`src/rtl/hash_pkg.sv`:
```
// Shared types, defaults and helpers for the hash window stages.
package hash_pkg;

    localparam int HASH_NGRAM_DEF = 8;
    localparam int HASH_BITS_DEF  = 12;

    typedef logic [63:0] prod_t;
    typedef logic [23:0] term_t;

    // Rotate a 64-bit value left by 0..63; a shift of 64 on the right
    // half yields zero, so sh == 0 returns x unchanged.
    function automatic prod_t rotl64(input prod_t x, input logic [5:0] sh);
        logic [6:0] inv;
        inv = 7'd64 - {1'b0, sh};
        return (x << sh) | (x >> inv);
    endfunction

endpackage

```
`src/rtl/prod_delay_line.sv`:
```
// NGRAM-deep shift register of 64-bit products; shifts only when enabled
// and exposes the oldest entry. Contents are never cleared: the consumer
// masks stale entries with its own fill count.
module prod_delay_line
    import hash_pkg::*;
#(
    parameter int DEPTH = HASH_NGRAM_DEF
) (
    input  logic  clk,
    input  logic  shift_en,
    input  prod_t din,
    output prod_t tail
);

    prod_t dl_q [DEPTH];
    prod_t dl_d [DEPTH];

    // Next contents: push din at the head, move every entry one deeper.
    always_comb begin
        dl_d = dl_q;
        if (shift_en) begin
            dl_d[0] = din;
            for (int i = 1; i < DEPTH; i++) begin
                dl_d[i] = dl_q[i-1];
            end
        end
    end

    // Storage register (no reset, stale data is masked downstream).
    always_ff @(posedge clk) begin
        dl_q <= dl_d;
    end

    assign tail = dl_q[DEPTH-1];

endmodule

```
`src/rtl/hash_window_combine.sv`:
```
// Reassembles the 64-bit byte*constant product from four 24-bit partial
// products, then folds the last NGRAM products into a rolling window hash.
// Optional statistics counters are built when HASH_WINDOW_STATS_EN is defined.
//
// Stream semantics: in_valid marks a beat; there is no ready, the block
// accepts one beat every cycle. in_sop/in_eop are only meaningful while
// in_valid is high. out_valid marks a full-window hash; out_eop marks the
// beat of an eop byte independently of out_valid. Latency is two cycles.
module hash_window_combine
    import hash_pkg::*;
#(
    parameter int NGRAM     = HASH_NGRAM_DEF,
    parameter int HASH_BITS = HASH_BITS_DEF
) (
    input  logic                 clk,
    input  logic                 rst_n,
    input  logic                 in_valid,
    input  logic                 in_sop,
    input  logic                 in_eop,
    input  logic [23:0]          ab0,
    input  logic [23:0]          ab1,
    input  logic [23:0]          ab2,
    input  logic [23:0]          ab3,
    output logic                 out_valid,
    output logic [HASH_BITS-1:0] out_hash,
    output logic                 out_eop
`ifdef HASH_WINDOW_STATS_EN
    ,
    output logic [31:0]          stat_hash_cnt,
    output logic [31:0]          stat_short_cnt
`endif
);

    localparam logic [6:0] NGRAM_C  = 7'(NGRAM);
    localparam logic [5:0] TAIL_ROT = 6'(NGRAM % 64);

    // ---------------- stage 1: product reassembly ----------------
    logic [71:0] sum72;
    logic [7:0]  unused_sum_hi;
    logic        s1_valid_d, s1_valid_q;
    logic        s1_sop_d,   s1_sop_q;
    logic        s1_eop_d,   s1_eop_q;
    prod_t       s1_prod_d,  s1_prod_q;

    // Sum the weighted terms at full width; only the low 64 bits are kept.
    always_comb begin
        sum72      = {48'd0, ab0}
                   + {32'd0, ab1, 16'd0}
                   + {16'd0, ab2, 32'd0}
                   + {ab3, 48'd0};
        s1_prod_d  = sum72[63:0];
        s1_valid_d = in_valid;
        s1_sop_d   = in_valid & in_sop;
        s1_eop_d   = in_valid & in_eop;
    end

    assign unused_sum_hi = sum72[71:64];

    // Stage-1 pipeline register.
    always_ff @(posedge clk) begin
        if (!rst_n) begin
            s1_valid_q <= 1'b0;
            s1_sop_q   <= 1'b0;
            s1_eop_q   <= 1'b0;
            s1_prod_q  <= '0;
        end else begin
            s1_valid_q <= s1_valid_d;
            s1_sop_q   <= s1_sop_d;
            s1_eop_q   <= s1_eop_d;
            s1_prod_q  <= s1_prod_d;
        end
    end

    // ---------------- stage 2: rolling window ----------------
    prod_t      dl_tail;
    prod_t      tail_term;
    prod_t      h_d, h_q;
    logic [6:0] cnt_d, cnt_q;
    logic [6:0] cnt_upd;
    logic       out_valid_d, out_valid_q;
    logic       out_eop_d,   out_eop_q;

    prod_delay_line #(
        .DEPTH (NGRAM)
    ) u_dl (
        .clk      (clk),
        .shift_en (s1_valid_q),
        .din      (s1_prod_q),
        .tail     (dl_tail)
    );

    // Window update: restart on sop or empty window, otherwise rotate in the
    // new product and, once full, cancel the product leaving the window.
    always_comb begin
        h_d         = h_q;
        cnt_d       = cnt_q;
        cnt_upd     = cnt_q;
        tail_term   = '0;
        out_valid_d = 1'b0;
        out_eop_d   = 1'b0;
        if (s1_valid_q) begin
            if (s1_sop_q || (cnt_q == 7'd0)) begin
                h_d     = s1_prod_q;
                cnt_upd = 7'd1;
            end else begin
                if (cnt_q == NGRAM_C) begin
                    tail_term = rotl64(dl_tail, TAIL_ROT);
                end
                h_d     = rotl64(h_q, 6'd1) ^ s1_prod_q ^ tail_term;
                cnt_upd = (cnt_q == NGRAM_C) ? NGRAM_C : cnt_q + 7'd1;
            end
            out_valid_d = (cnt_upd == NGRAM_C);
            out_eop_d   = s1_eop_q;
            cnt_d       = s1_eop_q ? 7'd0 : cnt_upd;
        end
    end

    // Stage-2 state and output register.
    always_ff @(posedge clk) begin
        if (!rst_n) begin
            h_q         <= '0;
            cnt_q       <= 7'd0;
            out_valid_q <= 1'b0;
            out_eop_q   <= 1'b0;
        end else begin
            h_q         <= h_d;
            cnt_q       <= cnt_d;
            out_valid_q <= out_valid_d;
            out_eop_q   <= out_eop_d;
        end
    end

    assign out_valid = out_valid_q;
    assign out_eop   = out_eop_q;
    assign out_hash  = h_q[63 -: HASH_BITS];

`ifdef HASH_WINDOW_STATS_EN
    logic [31:0] stat_hash_d,  stat_hash_q;
    logic [31:0] stat_short_d, stat_short_q;

    // Count full-window hashes and packets that ended before filling.
    always_comb begin
        stat_hash_d  = stat_hash_q;
        stat_short_d = stat_short_q;
        if (out_valid_d) begin
            stat_hash_d = stat_hash_q + 32'd1;
        end
        if (s1_valid_q && s1_eop_q && !out_valid_d) begin
            stat_short_d = stat_short_q + 32'd1;
        end
    end

    // Statistics counter register; wraps naturally.
    always_ff @(posedge clk) begin
        if (!rst_n) begin
            stat_hash_q  <= 32'd0;
            stat_short_q <= 32'd0;
        end else begin
            stat_hash_q  <= stat_hash_d;
            stat_short_q <= stat_short_d;
        end
    end

    assign stat_hash_cnt  = stat_hash_q;
    assign stat_short_cnt = stat_short_q;
`endif

endmodule
```
`config.mk`:
```
export PLATFORM = sky130hd
export DESIGN_NAME = hash_window_combine
export DESIGN_NICKNAME = d
export VERILOG_FILES = /design/src/rtl/hash_pkg.sv /design/src/rtl/prod_delay_line.sv /design/src/rtl/hash_window_combine.sv
export SDC_FILE = /design/constraint.sdc
export NUM_CORES = 1
export LEC_CHECK = 0
export ABC_AREA = 1
export CAP_MARGIN = 5
export CORE_MARGIN = 4
export CORE_UTILIZATION = 48
export CTS_CLUSTER_SIZE = 25
export DETAILED_ROUTE_END_ITERATION = 10
export PLACE_DENSITY = 0.77
export SETUP_SLACK_MARGIN = 0.05
export SYNTH_ARGS = -nofsm -noshare
export SYNTH_HDL_FRONTEND = slang
export SYNTH_SLANG_ARGS = --single-unit
```
`constraint.sdc`:
```
create_clock -name clk -period 30.9 [get_ports clk]
set_input_delay 3.09 -clock clk [delete_from_list [all_inputs] [get_ports clk]]
set_output_delay 3.09 -clock clk [all_outputs]
set_load 0.03 [all_outputs]
```
# Yosys cells after proc, flatten, opt, wreduce, memory -nomap -nowiden
# Index checks and enable logic that the tools add are counted.
# op_classes
n_addsub	4
n_eq_ne	2
muxes	8
bitwise	6
n_reduce_logical	3
# op_table
op	count
$mux W64	4
$xor A64 B64 Y64	2
$add A57 B64 Y64	1
$or A64 B1 Y64	1
$or A64 B8 Y64	1
$add A41 B56 Y57	1
$add A24 B40 Y41	1
$mux W7	4
$eq A7 B4 Y1 const B	2
$add A7 B1 Y7 const B	1
$logic_not A7 Y1	1
$and A1 B1 Y1	2
$reduce_and A2 Y1	1
$logic_or A1 B1 Y1	1
# totals
ff_bits	652
out_inout_bits	14

# Depth between registers and ports, before layout
# Gate-level depths: netlist of run 1.
# depth
word_depth	6
ltp_mapped	14

# Cells and area by module
# Synthesis of run 1 repeated with hierarchy kept, for this count alone.
# unflattened
cells_unflattened	2155
hier_area_um2	25745.9
# by_module_without_submodules
mod	n_inst	cells_each	area_each_um2	seq_area_each_um2
prod_delay_line	1	576	15855.2	15374.7
hash_window_combine	1	1579	9890.7	2802.7

# Least setup slack after synthesis of run 1
# Ideal clock, no wire load.
# synth_path
path_type	flip-flop to flip-flop
start	reg s1_valid_q
end	reg h_q[32]
setup_time_ns	0.109
arrival_time_ns	12.788
setup_slack_ns	18.003
path_stages_with_launch	7
cell_sequence	dfxtp_1 clkbuf_1 clkbuf_1 buf_1 nand3_1 nand2_1 inv_1
# synth_rtl
item	line	source
from (decl)	hash_window_combine.sv:40	logic s1_valid_d, s1_valid_q;
from (signal assigned)	hash_window_combine.sv:67	s1_valid_q <= s1_valid_d;
to (signal assigned)	hash_window_combine.sv:121	h_q <= '0;
to (signal assigned)	hash_window_combine.sv:126	h_q <= h_d;
to (decl)	hash_window_combine.sv:77	prod_t h_d, h_q;

# Final worst setup path of run 1
# layout_path
start	in ab2[11]
end	reg s1_prod_q[60]
# layout_between
elab_chain_cells	2
# layout_lines
item	line	source
from (decl)	hash_window_combine.sv:22	input logic [23:0] ab2,
$add A41 B56 Y57	hash_window_combine.sv:49	+ {16'd0, ab2, 32'd0}
$add A57 B64 Y64	hash_window_combine.sv:50	+ {ab3, 48'd0};
to (signal assigned)	hash_window_combine.sv:70	s1_prod_q <= s1_prod_d;
to (decl)	hash_window_combine.sv:43	prod_t s1_prod_d, s1_prod_q;
# No other way between the ends.
# A chain may end at the register's enable or synchronous reset.

==> run summary, run 1 <==
The number of setup buffers added after CTS is 0. The number of nets in the synthesized netlist came out at 2305. The total negative setup slack came out at 0 ns. The vias after detailed routing came out at 15800. The end point of the most critical hold path is u_dl.tail[0]$_DFFE_PP_.

The total global routing track utilization is 18.6%. For this run, global-route usage on met2 was measured as between 30% and 40%. Counting cells, the worst reg-to-reg path comes to 12. At the later pin of the worst-skew pair, clock insertion delay measures 0.64 ns. The met3 routing resource usage after global routing came out at about 3.4%. The post-synthesis to final-layout area growth came out at 14.4%. The floorplan die area is 0.0572 sq mm. For this design the ratio of total power to cell area is 63.9 mW/mm^2. met2 is the most crowded layer. The portion of the post-synthesis area used by sequential elements is 70.8%. The post-route fraction of the period consumed by the critical path came out at 16.9%.

Of the cells placed in the final design, the portion with a size suffix greater than 1 is under 10%. The tightest min-delay check is of the reg -> reg type. The instance count along the most critical hold path is 0. The worst hold path begins at u_dl.dl_q[64]$_DFFE_PP_. The clock root buffer is clkbuf_16. The startpoint type of the worst setup path is an input port. The library cell appearing most often on the critical path is nand2_1. The maximum level of the CTS H-tree came out at 2. The cts-stage hold buffer count is 0. The number of core rows is 84. The smallest setup slack after layout is 25.68 ns. Setup repair after global routing left no endpoint under its margin. The slowest stage of the critical path belongs to the cell clkdlybuf4s50_1.

The remaining routing DRC violations came out at 0. The average vias per placed instance is about 5.2. The standard cell core area is about 0.053 sq mm. The number of nets in the final layout is 2428. The number of iterations in the first detailed-routing pass came out at 5. The worst setup path is captured at a flop.

The post-route minimum period is 5.22 ns. The actual slew at the worst max-slew pin came out at 1.12 ns. STA puts the critical path data arrival time at 5.73 ns. The die is 239 um tall. The worst setup path is of the in -> reg kind. The pre-CTS setup slack came out at 25.02 ns. The design draws 1880 uW. Hold is met by 0.378 ns.

The worst setup slack for register-to-register paths is about 27 ns. The combined area of all synthesized cells came out at 0.0257 sq mm. For this block, the initial DRC count from the detailed router was 1259.

The count of max-cap constraint violations came out at 0. For this run, the number of Yosys warnings is 0. The routing usage on met1 came out at 25.9%.

The endpoint of the most critical register-to-register path is h_q[15]$_SDFFE_PN0P_. The cell count after placement is 2925. Once the floorplan was initialized, standard cells occupied 48.7% of the core.

The count of port buffers added during placement came out at approximately 110. The number of max-slew violations in the final report was 0. For this design the top-level I/O count stands at 115. The delay of the slowest critical-path stage is 0.66 ns. The clock-pin slew of the registers on the worst-case setup and hold paths is roughly 0.06 ns.

For the worst setup path, the data required time is about 31 ns. Counting along the longest clock path gives a buffer depth of 3. The wire length of the first global-routing pass came out at 83300 um. The initial antenna violation count was 0. Timing would allow up to 192 MHz.

In this design, the largest share of critical-path delay is due to simple AND/OR/NAND/NOR gates. The total clock buffers created by CTS is 61. The detailed-placement wirelength estimate came out at 35300 um. The average instance in the mapped netlist occupies 11.8 sq um. The worst max-slew margin expressed relative to the limit came out at 25.3%. The count of cell types in the netlist came out at 38. The gate count after technology mapping came out at 2177.

The final routed wirelength across all metal layers is between 50000 and 60000 um. The number of gates resized after CTS came out at 0. The sum of buffers and inverters on the critical path is 2. The placer's final routability congestion estimate came out at 0.864. The TritonCTS clock tree is yes.

The count of nets left with antenna violations after detail routing came out at 0. Setup violations remaining at the end of the flow were counted as 0. The final hold violation count is 0. The flip-flop and latch count after synthesis came out at 652. The static leakage came out at 0.0112 uW. The startpoint identified for the worst register-to-register timing path is cnt_q[0]$_SDFFE_PN0P_. The maximum vdd ir drop is 0.0524 mV. The overall die width is 239 um. The clock drives between 600 and 700 sinks. The total overflow left after global routing is 0. Of all nets on the critical path, the largest fanout is 6. The routed wirelength normalized by instance count is 17.6 um. The critical path goes through clkdlybuf4s50_1 -> inv_1 -> nor3_1 -> nand2_1 -> o21ai_0 -> a21oi_1 -> nand3_1 -> nand2_1 -> nor2_1. The run finished with clean final reports. The largest net degree at the start of global routing came out at 208. The via count of the first global-routing pass is 15700. The count of cells in the finished layout, fillers not included, comes to 3042.

Between clock sinks in the finished design, the worst skew comes to 0.0455 ns.
[cells by family after synthesis]
logic type | synth area share, %
xor gates and xnor gates | 0.341
and+or+nand+nor | 13.3
adders and majority gates | 1.35
buffers and inverters | 6.08
AOI/OAI and AO/OA | 8.14
DFF | 70.8
[stage by stage]
stage | area, sq um | utilization [%]
floorplan | 25700 | -
global placement | 27300 | 51.8
detailed placement | 27300 | 51.8
CTS | 29400 | 55.7
global route | 29400 | 55.7
finish | 29400 | 55.7
[per-layer routing]
layer | wire length [um] | up-vias | part of all wire, %
met5 | 0 | - | 0
li1 | - | 7633 | -
met1 | 24400 | 7633 | 46
met4 | 1450 | 0 | 2.7
met3 | 3000 | 94 | 5.6
met2 | 24600 | 468 | 46
[cell usage after synthesis, drive strengths merged]
cell type  count  area [sq um]
or2            2          12.5
xor2           5          43.8
buf           34           273
nor4           1          6.26
and2           1          6.26
fa             1          20.0
dfxtp        140          2800
inv          320          1200
nand2        483          2110
edfxtp       512         15400
a21oi        177          1040
nor2         129           492
o21bai         5          48.8
o211ai        65           488
a21boi         6          45.0
clkbuf        23          86.3
nand3b         2          15.0
nand2b         1          6.26
nand4         14          87.6
xnor2          5          43.8
nand3        122           621
ha            26           325
o21ai         90           450
a21o           2          15.0
a31oi          1          6.26
nor3          10          50.1
[placed cells by master (no fill, tap or decap), types with 2 or more instances in the layout]
| master | netlist | routed |
|---|---|---|
| o21ai_1 | 40 | 40 |
| dfxtp_1 | 140 | 139 |
| clkinvlp_4 | 0 | 6 |
| clkbuf_1 | 23 | 15 |
| a21boi_0 | 6 | 6 |
| o211ai_1 | 65 | 65 |
| inv_2 | 4 | 4 |
| clkdlybuf4s50_1 | 0 | 105 |
| clkinv_4 | 0 | 2 |
| a21o_1 | 2 | 2 |
| a21oi_1 | 137 | 137 |
| nand2_4 | 40 | 40 |
| a21oi_2 | 40 | 40 |
| nand4_1 | 14 | 14 |
| nor3_1 | 10 | 10 |
| xnor2_1 | 5 | 5 |
| clkinv_2 | 0 | 9 |
| inv_6 | 0 | 2 |
| xor2_1 | 5 | 5 |
| bufinv_16 | 0 | 7 |
| o21bai_1 | 4 | 4 |
| inv_1 | 316 | 315 |
| nor2_1 | 128 | 128 |
| clkinv_1 | 0 | 11 |
| buf_4 | 13 | 10 |
| nand2_1 | 443 | 443 |
| nand3_2 | 2 | 2 |
| o21ai_0 | 50 | 50 |
| ha_1 | 26 | 26 |
| nand3_1 | 120 | 120 |
| edfxtp_1 | 512 | 512 |
| clkbuf_16 | 0 | 62 |
| nand3b_1 | 2 | 2 |
| or2_2 | 2 | 2 |
[final cells by class]
cell class	count	area [sq um]
Clock buffer	78	1620
Inverter	320	1200
Sequential cell	652	18200
Fill cell	4246	23400
Clock inverter	38	422
Timing Repair Buffer	117	1150
Antenna cell	1	2.50
Tap cell	688	861
Multi-Input combinational cell	1148	5930
[where the power goes]
part	switching, uW	total, uW	internal (uW)
combinational	76.0	113	37.3
sequential	22.4	1010	989
clock	321	754	432
[how the worst max path moves through the flow]
stage                          start                        to  slack, ns  cells past startpoint
2_1_floorplan  s1_valid_q$_SDFF_PN0_      h_q[32]$_SDFFE_PN0P_      18.00                      6
5_1_grt                      ab2[11]  s1_prod_q[60]$_SDFF_PN0_      25.63                      9
3_3_place_gp                 ab2[11]  s1_prod_q[60]$_SDFF_PN0_      24.99                      9
6_report                     ab2[11]  s1_prod_q[60]$_SDFF_PN0_      25.68                      9
3_5_place_dp                 ab2[11]  s1_prod_q[60]$_SDFF_PN0_      25.02                      9
4_1_cts                      ab2[11]  s1_prod_q[60]$_SDFF_PN0_      25.68                      9
[sequential cells by signal (all words and copies together), names as in the netlist]
name        cells
u_dl.dl_q     448
h_q            64
s1_prod_q      64
u_dl.tail      64
cnt_q           7
out_eop         1
out_valid       1
s1_eop_q        1
s1_sop_q        1
s1_valid_q      1
No activity file was read; power rests on OpenSTA's default activity.
==> run 2, diff against run 1 <==
clock period = 4.85 ns   (was 30.9 ns; I/O delays follow)
==> run summary, run 2 (synthesized netlist as in run 1, its figures left out) <==
The worst max-slew margin expressed relative to the limit is 26.8% (+1.4 points). The kind of cell adding the most delay to the critical path is simple AND/OR/NAND/NOR gates. The overall die height was 239 um (unchanged). The worst hold path terminates at u_dl.dl_q[362]$_DFFE_PP_.

The length in cells of the worst reg-to-reg path was 12 (unchanged). The total negative setup slack is 0 ns (unchanged). The clock root buffer is clkbuf_16. The final setup violation count is 0 (unchanged). The number of max-slew violations in the final report is 0 (unchanged). The register bank with the most flops is u_dl.dl_q. The post-synthesis to final-layout area growth is 15.0%.

The endpoint identified for the worst register-to-register timing path is h_q[5]$_SDFFE_PN0P_. The detailed-placement wirelength estimate came out at 34700 um (-1.7%). The number of nets in the final layout came out at 2433 (+0.21%). The number of iterations in the first detailed-routing pass is 5 (unchanged).

The worst setup slack for register-to-register paths came out at 2.15 ns (-25.19 ns). The overall die width is 239 um (unchanged). The routed design could run at a clock period as short as 2.70 ns. The standard cell core area is 0.0528 sq mm (unchanged). The maximum count of clock buffers along a single path came out at 3 (unchanged). The highest achievable clock rate came out at 371 MHz.

The remaining routing DRC violations is 0 (unchanged). The initial antenna violation count came out at 1 (+1). The total clock buffers created by CTS was 66 (+8.2%). The number of setup buffers added after CTS was 0 (unchanged).

STA classifies the critical path startpoint as a flop. The floorplan die area is 0.0572 sq mm (unchanged). The worst-case hold slack came out at 0.399 ns (+0.0214 ns). Tracing the worst setup path back leads to its startpoint at cnt_q[0]$_SDFFE_PN0P_.

The library cell used most frequently in the layout, excluding fill and tap cells, is edfxtp_1. The final hold violation count came out at 0 (unchanged). The required time at the worst-slack endpoint came out at 5.33 ns (-26.08 ns). The worst clock skew is 0.0257 ns (-0.0198 ns). The post-route fraction of the period consumed by the critical path came out at 55.6%. The placer's final routability congestion estimate is 0.875 (+1.3%).

The starting density of the core is 48.7% (unchanged). The flow ran to the end, and the final reports show no timing, DRC or antenna violations. The number of flip-flops in the largest register is 448 (unchanged). The average vias per placed instance is 5.15 (-0.95%). The wire length of the first global-routing pass is 82400 um (-1.2%). The worst reg2reg path startpoint is cnt_q[0]$_SDFFE_PN0P_. The count of nets left with antenna violations after detail routing came out at 0 (unchanged).

The slowest stage of the critical path belongs to the cell nor2_4. The clock-pin slew of the registers on the worst-case setup and hold paths came out at 0.06 ns (about the same). The total global routing track utilization came out at 18.4% (-0.12 points). The maximum level of the CTS H-tree came out at 3 (+1). Walking the worst path, the cells encountered are inv_1 -> ha_1 -> nand3_2 -> nor2_4 -> buf_12 -> nand2_1 -> a21oi_1 -> o21ai_0 -> nand2_1 -> nand3_1 -> nand2_1 -> inv_1. The total number of clock tree sinks came out at 652 (unchanged). The largest net degree at the start of global routing is 218 (+4.8%). The number of core rows came to 84 (unchanged). In the layout the commonest cells are edfxtp_1 (512), nand2_1 (443), inv_1 (315). The worst-path maximum fanout is 25 (+19). The number of gates resized after CTS is 0 (unchanged). The source of the worst hold timing path is u_dl.dl_q[426]$_DFFE_PP_. The critical path in this run is classified as reg -> reg.

The final routed wirelength across all metal layers is 53000 um (-0.97%). The count of port buffers added during placement came out at 106 (unchanged). The number of inserted diodes is 0 (-1).

The post-route total power came out at 12100 uW (+550%). The routed wirelength normalized by instance count is 17.4 um (-1.1%). The arrival time of the worst setup path came out at 3.17 ns (-2.56 ns). The kind of end point of the critical path is a flop. The leftover overflow at the end of global routing is 0 (unchanged). The source-to-sink clock delay at the later pin of the worst-skew pair is 0.59 ns (-0.05 ns). The cts-stage hold buffer count was 0 (unchanged).

The sum of buffers and inverters on the critical path was 3 (+1). The count of max-cap constraint violations is 0 (unchanged). The number of I/O pins was 115 (unchanged). The instance count along the most critical hold path is 0 (unchanged). The static leakage was 0.0113 uW (+0.69%). The fraction of layout instances using a drive strength above 1 came out at 8.70% (+0.45 points).

The vias after detailed routing was 15700 (-0.85%). The maximum vdd ir drop is 0.259 mV (+390%). The via count of the first global-routing pass came out at 15500 (-1.4%). TritonCTS built the clock tree. The share of the core filled with cells came out at 55.9% (+0.28 points). Setup repair after global routing left no endpoint under its margin. The actual slew at the worst max-slew pin came to 1.10 ns (-0.0215 ns). The worst hold path belongs to the class reg -> reg. The DRC violation total after the first TritonRoute iteration came out at 1213 (-3.7%). By instance count, the cell type seen most on the critical path is nand2_1.

The delay of the slowest critical-path stage is 0.73 ns (+0.07 ns). The areal power density over the cells came out at 411 mW/mm^2 (+540%).
## run 2: cell types whose count changed in the layout (fill, tap and decap cells not counted), sizes merged
cell,change
bufinv,-4
diode,-1
clkbuf,+15
inv,+1
clkinv,-8
## run 2: per-stage QoR
stage	instances	cell area, sq um	setup slack, ns
2_1_floorplan	2177	25700	-0.0142
3_3_place_gp	2925	27400	1.97
3_5_place_dp	2925	27400	1.93
4_1_cts	3045	29500	2.14
5_1_grt	3045	29500	1.92
6_report	3045	29500	2.15
## run 2: worst max-delay path by stage
stage / cells past startpoint / end
global route: 12 / h_q[5]$_SDFFE_PN0P_
floorplan: 6 / h_q[42]$_SDFFE_PN0P_
detailed placement: 11 / s1_prod_q[36]$_SDFF_PN0_
CTS: 12 / h_q[60]$_SDFFE_PN0P_
global placement: 11 / s1_prod_q[36]$_SDFF_PN0_
finish: 12 / h_q[5]$_SDFFE_PN0P_
## run 2: worst register-to-register path, stage by stage, from the launching register on
cell and delay [ns]:
dfxtp_1 0.36, inv_1 0.09, ha_1 0.19, nand3_2 0.11, nor2_4 0.73, buf_12 0.38, nand2_1 0.15, a21oi_1 0.20
o21ai_0 0.11, nand2_1 0.07, nand3_1 0.07, nand2_1 0.09, inv_1 0.04
## run 2: routing by layer
layer | share of wire [%] | track usage [%]
met5 | 0 | 0
met3 | 5.5 | 3.81
met4 | 2.6 | 6.35
met2 | 46 | 29.2
met1 | 46 | 25.6
## run 2: cell type report
class / count / area [sq um]
multi-input combinational: 1148 / 5930
fill: 4177 / 23200
sequential: 652 / 18200
timing repair buffer: 117 / 1190
clock inverter: 27 / 240
clock buffer: 93 / 1910
inverter: 320 / 1200
tap: 688 / 861
## run 2: where the power goes
part           internal, uW  switching [uW]  total (uW)  leakage [uW]
sequential             6300             141        6440       0.00588
combinational           238             483         721       0.00434
clock                  2930            2040        4980       0.00104
==> run 3, diff against run 2 <==
PLACE_DENSITY = 0.79   (was 0.77)
clock period = 2.3 ns   (was 4.85 ns; I/O delays follow)
==> run summary, run 3 (synthesized netlist as in run 1, its figures left out) <==
The count of nets left with antenna violations after detail routing was 0 (unchanged). The number of fill cells in the layout came out at 4108 (-1.7%). The number of flip-flops in the largest register is 448 (unchanged). The via count of the first global-routing pass came out at 16000 (+3.0%). The number of max-slew violations in the final report was 0 (unchanged). The remaining routing DRC violations is 0 (unchanged). The number of gates resized after CTS came out at 0 (unchanged). The area of the multi-input gates came out at 0.00593 sq mm (about the same). The worst hold path belongs to the class in -> reg. The leftover overflow at the end of global routing came out at 0 (unchanged). The number of core rows is 84 (unchanged). The fraction of layout instances using a drive strength above 1 came out at 12.1% (+3.4 points). The smallest setup slack after layout came out at 0.160 ns (-1.99 ns). The number of iterations in the first detailed-routing pass is 5 (unchanged).

The areal power density over the cells came out at 828 mW/mm^2 (+100%). The actual slew at the worst max-slew pin came out at 0.782 ns (-0.316 ns). The final hold violation count was 0 (unchanged). The number of nets in the final layout came out at 2527 (+3.9%).

The overall die height came out at 239 um (unchanged). The worst clock skew is 0.0306 ns (+0.00487 ns). The post-route total power came to 25000 uW (+110%). The cell area after placement is 0.0282 sq mm (+3.1%).

The final instance area came out at 0.0302 sq mm (+2.4%). The clock root buffer is clkbuf_16. Ranked by flip-flop count, first place goes to u_dl.dl_q. The static leakage is 0.0117 uW (+4.1%). The wire length of the first global-routing pass came out at 86200 um (+4.7%). The number of I/O pins came out at 115 (unchanged).

Leaving out fill and tap cells, the most frequent cell in the layout is edfxtp_1. The DRC violation total after the first TritonRoute iteration is 1585 (+31%). The standard cell core area came out at 0.0528 sq mm (unchanged). The library cells used most frequently in the layout, excluding fill and tap cells, are edfxtp_1 (512), nand2_1 (443), inv_1 (315). The flow ran to the end, and the final reports show no timing, DRC or antenna violations. In this run the critical register-to-register path is launched from cnt_q[0]$_SDFFE_PN0P_. The overall die width is 239 um (unchanged). The highest achievable clock rate was 467 MHz (+26%).

The type of the worst setup path is reg -> reg. The detailed-placement wirelength estimate is 37000 um (+6.8%). The total number of clock tree sinks was 652 (unchanged). The required time at the worst-slack endpoint came to 2.80 ns (-2.53 ns).

The count of max-cap constraint violations was 0 (unchanged). The length in cells of the worst reg-to-reg path came out at 13 (+1). In this run the critical register-to-register path is captured at h_q[40]$_SDFFE_PN0P_. The source-to-sink clock delay at the later pin of the worst-skew pair was 0.62 ns (+0.03 ns). The kind of end point of the critical path is a flop. The capturing instance or port of the critical path is h_q[40]$_SDFFE_PN0P_. The average vias per placed instance was 5.20 (+0.85%). The starting density of the core is 48.7% (unchanged). The worst max-slew margin expressed relative to the limit came out at 47.8% (+21 points). The post-route fraction of the period consumed by the critical path was 93.0% (+37 points). The most critical setup path has its startpoint at cnt_q[0]$_SDFFE_PN0P_. The floorplan die area was 0.0572 sq mm (unchanged).

The worst-path maximum fanout is 10 (-60%). The final setup violation count came out at 0 (unchanged). The pre-CTS setup slack is -0.0885 ns (-2.02 ns). The number of setup buffers added after CTS came out at 0 (unchanged). The share of the core filled with cells is 57.3% (+1.3 points).

The placer's final routability congestion estimate is 0.874 (about the same). The startpoint type of the worst setup path is a flop. The TritonCTS clock tree is yes. The register area is 0.0182 sq mm (unchanged). The count of port buffers added during placement came out at 106 (unchanged).

The total clock buffers created by CTS is 60 (-9.1%). The largest net degree at the start of global routing is 148 (-32%). The area growth from synthesis to layout is 17.7%. The cts-stage hold buffer count is 0 (unchanged). The total global routing track utilization was 19.2% (+0.73 points).

The maximum vdd ir drop was 0.563 mV (+120%). The clock-pin slew of the registers on the worst-case setup and hold paths came to 0.07 ns (about the same). The number of inserted diodes came out at 0 (unchanged).

The final routed wirelength across all metal layers was 55800 um (+5.2%). The routed wirelength normalized by instance count is 17.8 um (+2.1%). The maximum level of the CTS H-tree came out at 2 (-1). Setup repair after global routing could not meet its margin everywhere.

The arrival time of the worst setup path came to 2.64 ns (-0.53 ns). The post-route minimum period came out at 2.14 ns (-0.556 ns). The worst setup slack for register-to-register paths came out at 0.16 ns (-1.99 ns). The initial antenna violation count came out at 0 (-1). The vias after detailed routing came to 16300 (+3.9%).

The maximum count of clock buffers along a single path is 3 (unchanged).
==> run 3: worst min-delay path by stage <==
| stage | cells past startpoint | endpoint | start | slack, ns |
|---|---|---|---|---|
| floorplan | 1 | s1_prod_q[24]$_SDFF_PN0_ | ab1[8] | 0.32 |
| global placement | 0 | u_dl.dl_q[349]$_DFFE_PP_ | u_dl.dl_q[413]$_DFFE_PP_ | 0.40 |
| detailed placement | 0 | u_dl.dl_q[116]$_DFFE_PP_ | u_dl.dl_q[180]$_DFFE_PP_ | 0.40 |
| CTS | 3 | out_eop$_SDFF_PN0_ | rst_n | 0.07 |
| global route | 3 | out_eop$_SDFF_PN0_ | rst_n | 0.10 |
| finish | 3 | out_eop$_SDFF_PN0_ | rst_n | 0.09 |
==> run 3: where the power goes <==
part	switching (uW)	internal, uW
Sequential	290	13300
Clock	4260	5480
Combinational	1070	649
==> run 3: worst max-delay path, stage by stage, from the launching register on <==
cell     delay (ns)
dfxtp_1        0.37
inv_1          0.08
ha_1           0.21
nand3_2        0.12
nor2_4         0.21
buf_12         0.19
buf_4          0.19
nand2_4        0.09
a21oi_2        0.19
o21ai_1        0.12
nand2_1        0.09
nand3_1        0.07
nand2_1        0.08
inv_1          0.04
==> run 3: per-layer routing <==
metal / GRT usage, % / wire length [um] / vias up
met2: 31.2 / 26200 / 603
met4: 5.89 / 1610 / 0
li1: - / - / 7816
met1: 26.9 / 24300 / 7774
met5: 0 / 0 / -
met3: 3.02 / 3600 / 111
==> run 3: final cells by class <==
class | instances | share of cell area [%]
clock inverters | 30 | 0.973
inverters | 320 | 3.98
well taps | 688 | 2.85
flip-flops and latches | 652 | 60.2
repair buffers | 217 | 6.95
clock buffers | 82 | 5.44
multi-input cells | 1148 | 19.6
==> run 3: per-stage QoR <==
stage / setup TNS (ns) / hold slack (ns) / cells
global placement: -0.409 / 0.401 / 3021
detailed placement: -0.561 / 0.405 / 3021
CTS: 0 / 0.0671 / 3133
floorplan: -1142.33 / 0.320 / 2177
finish: 0 / 0.0883 / 3137
global route: 0 / 0.104 / 3137
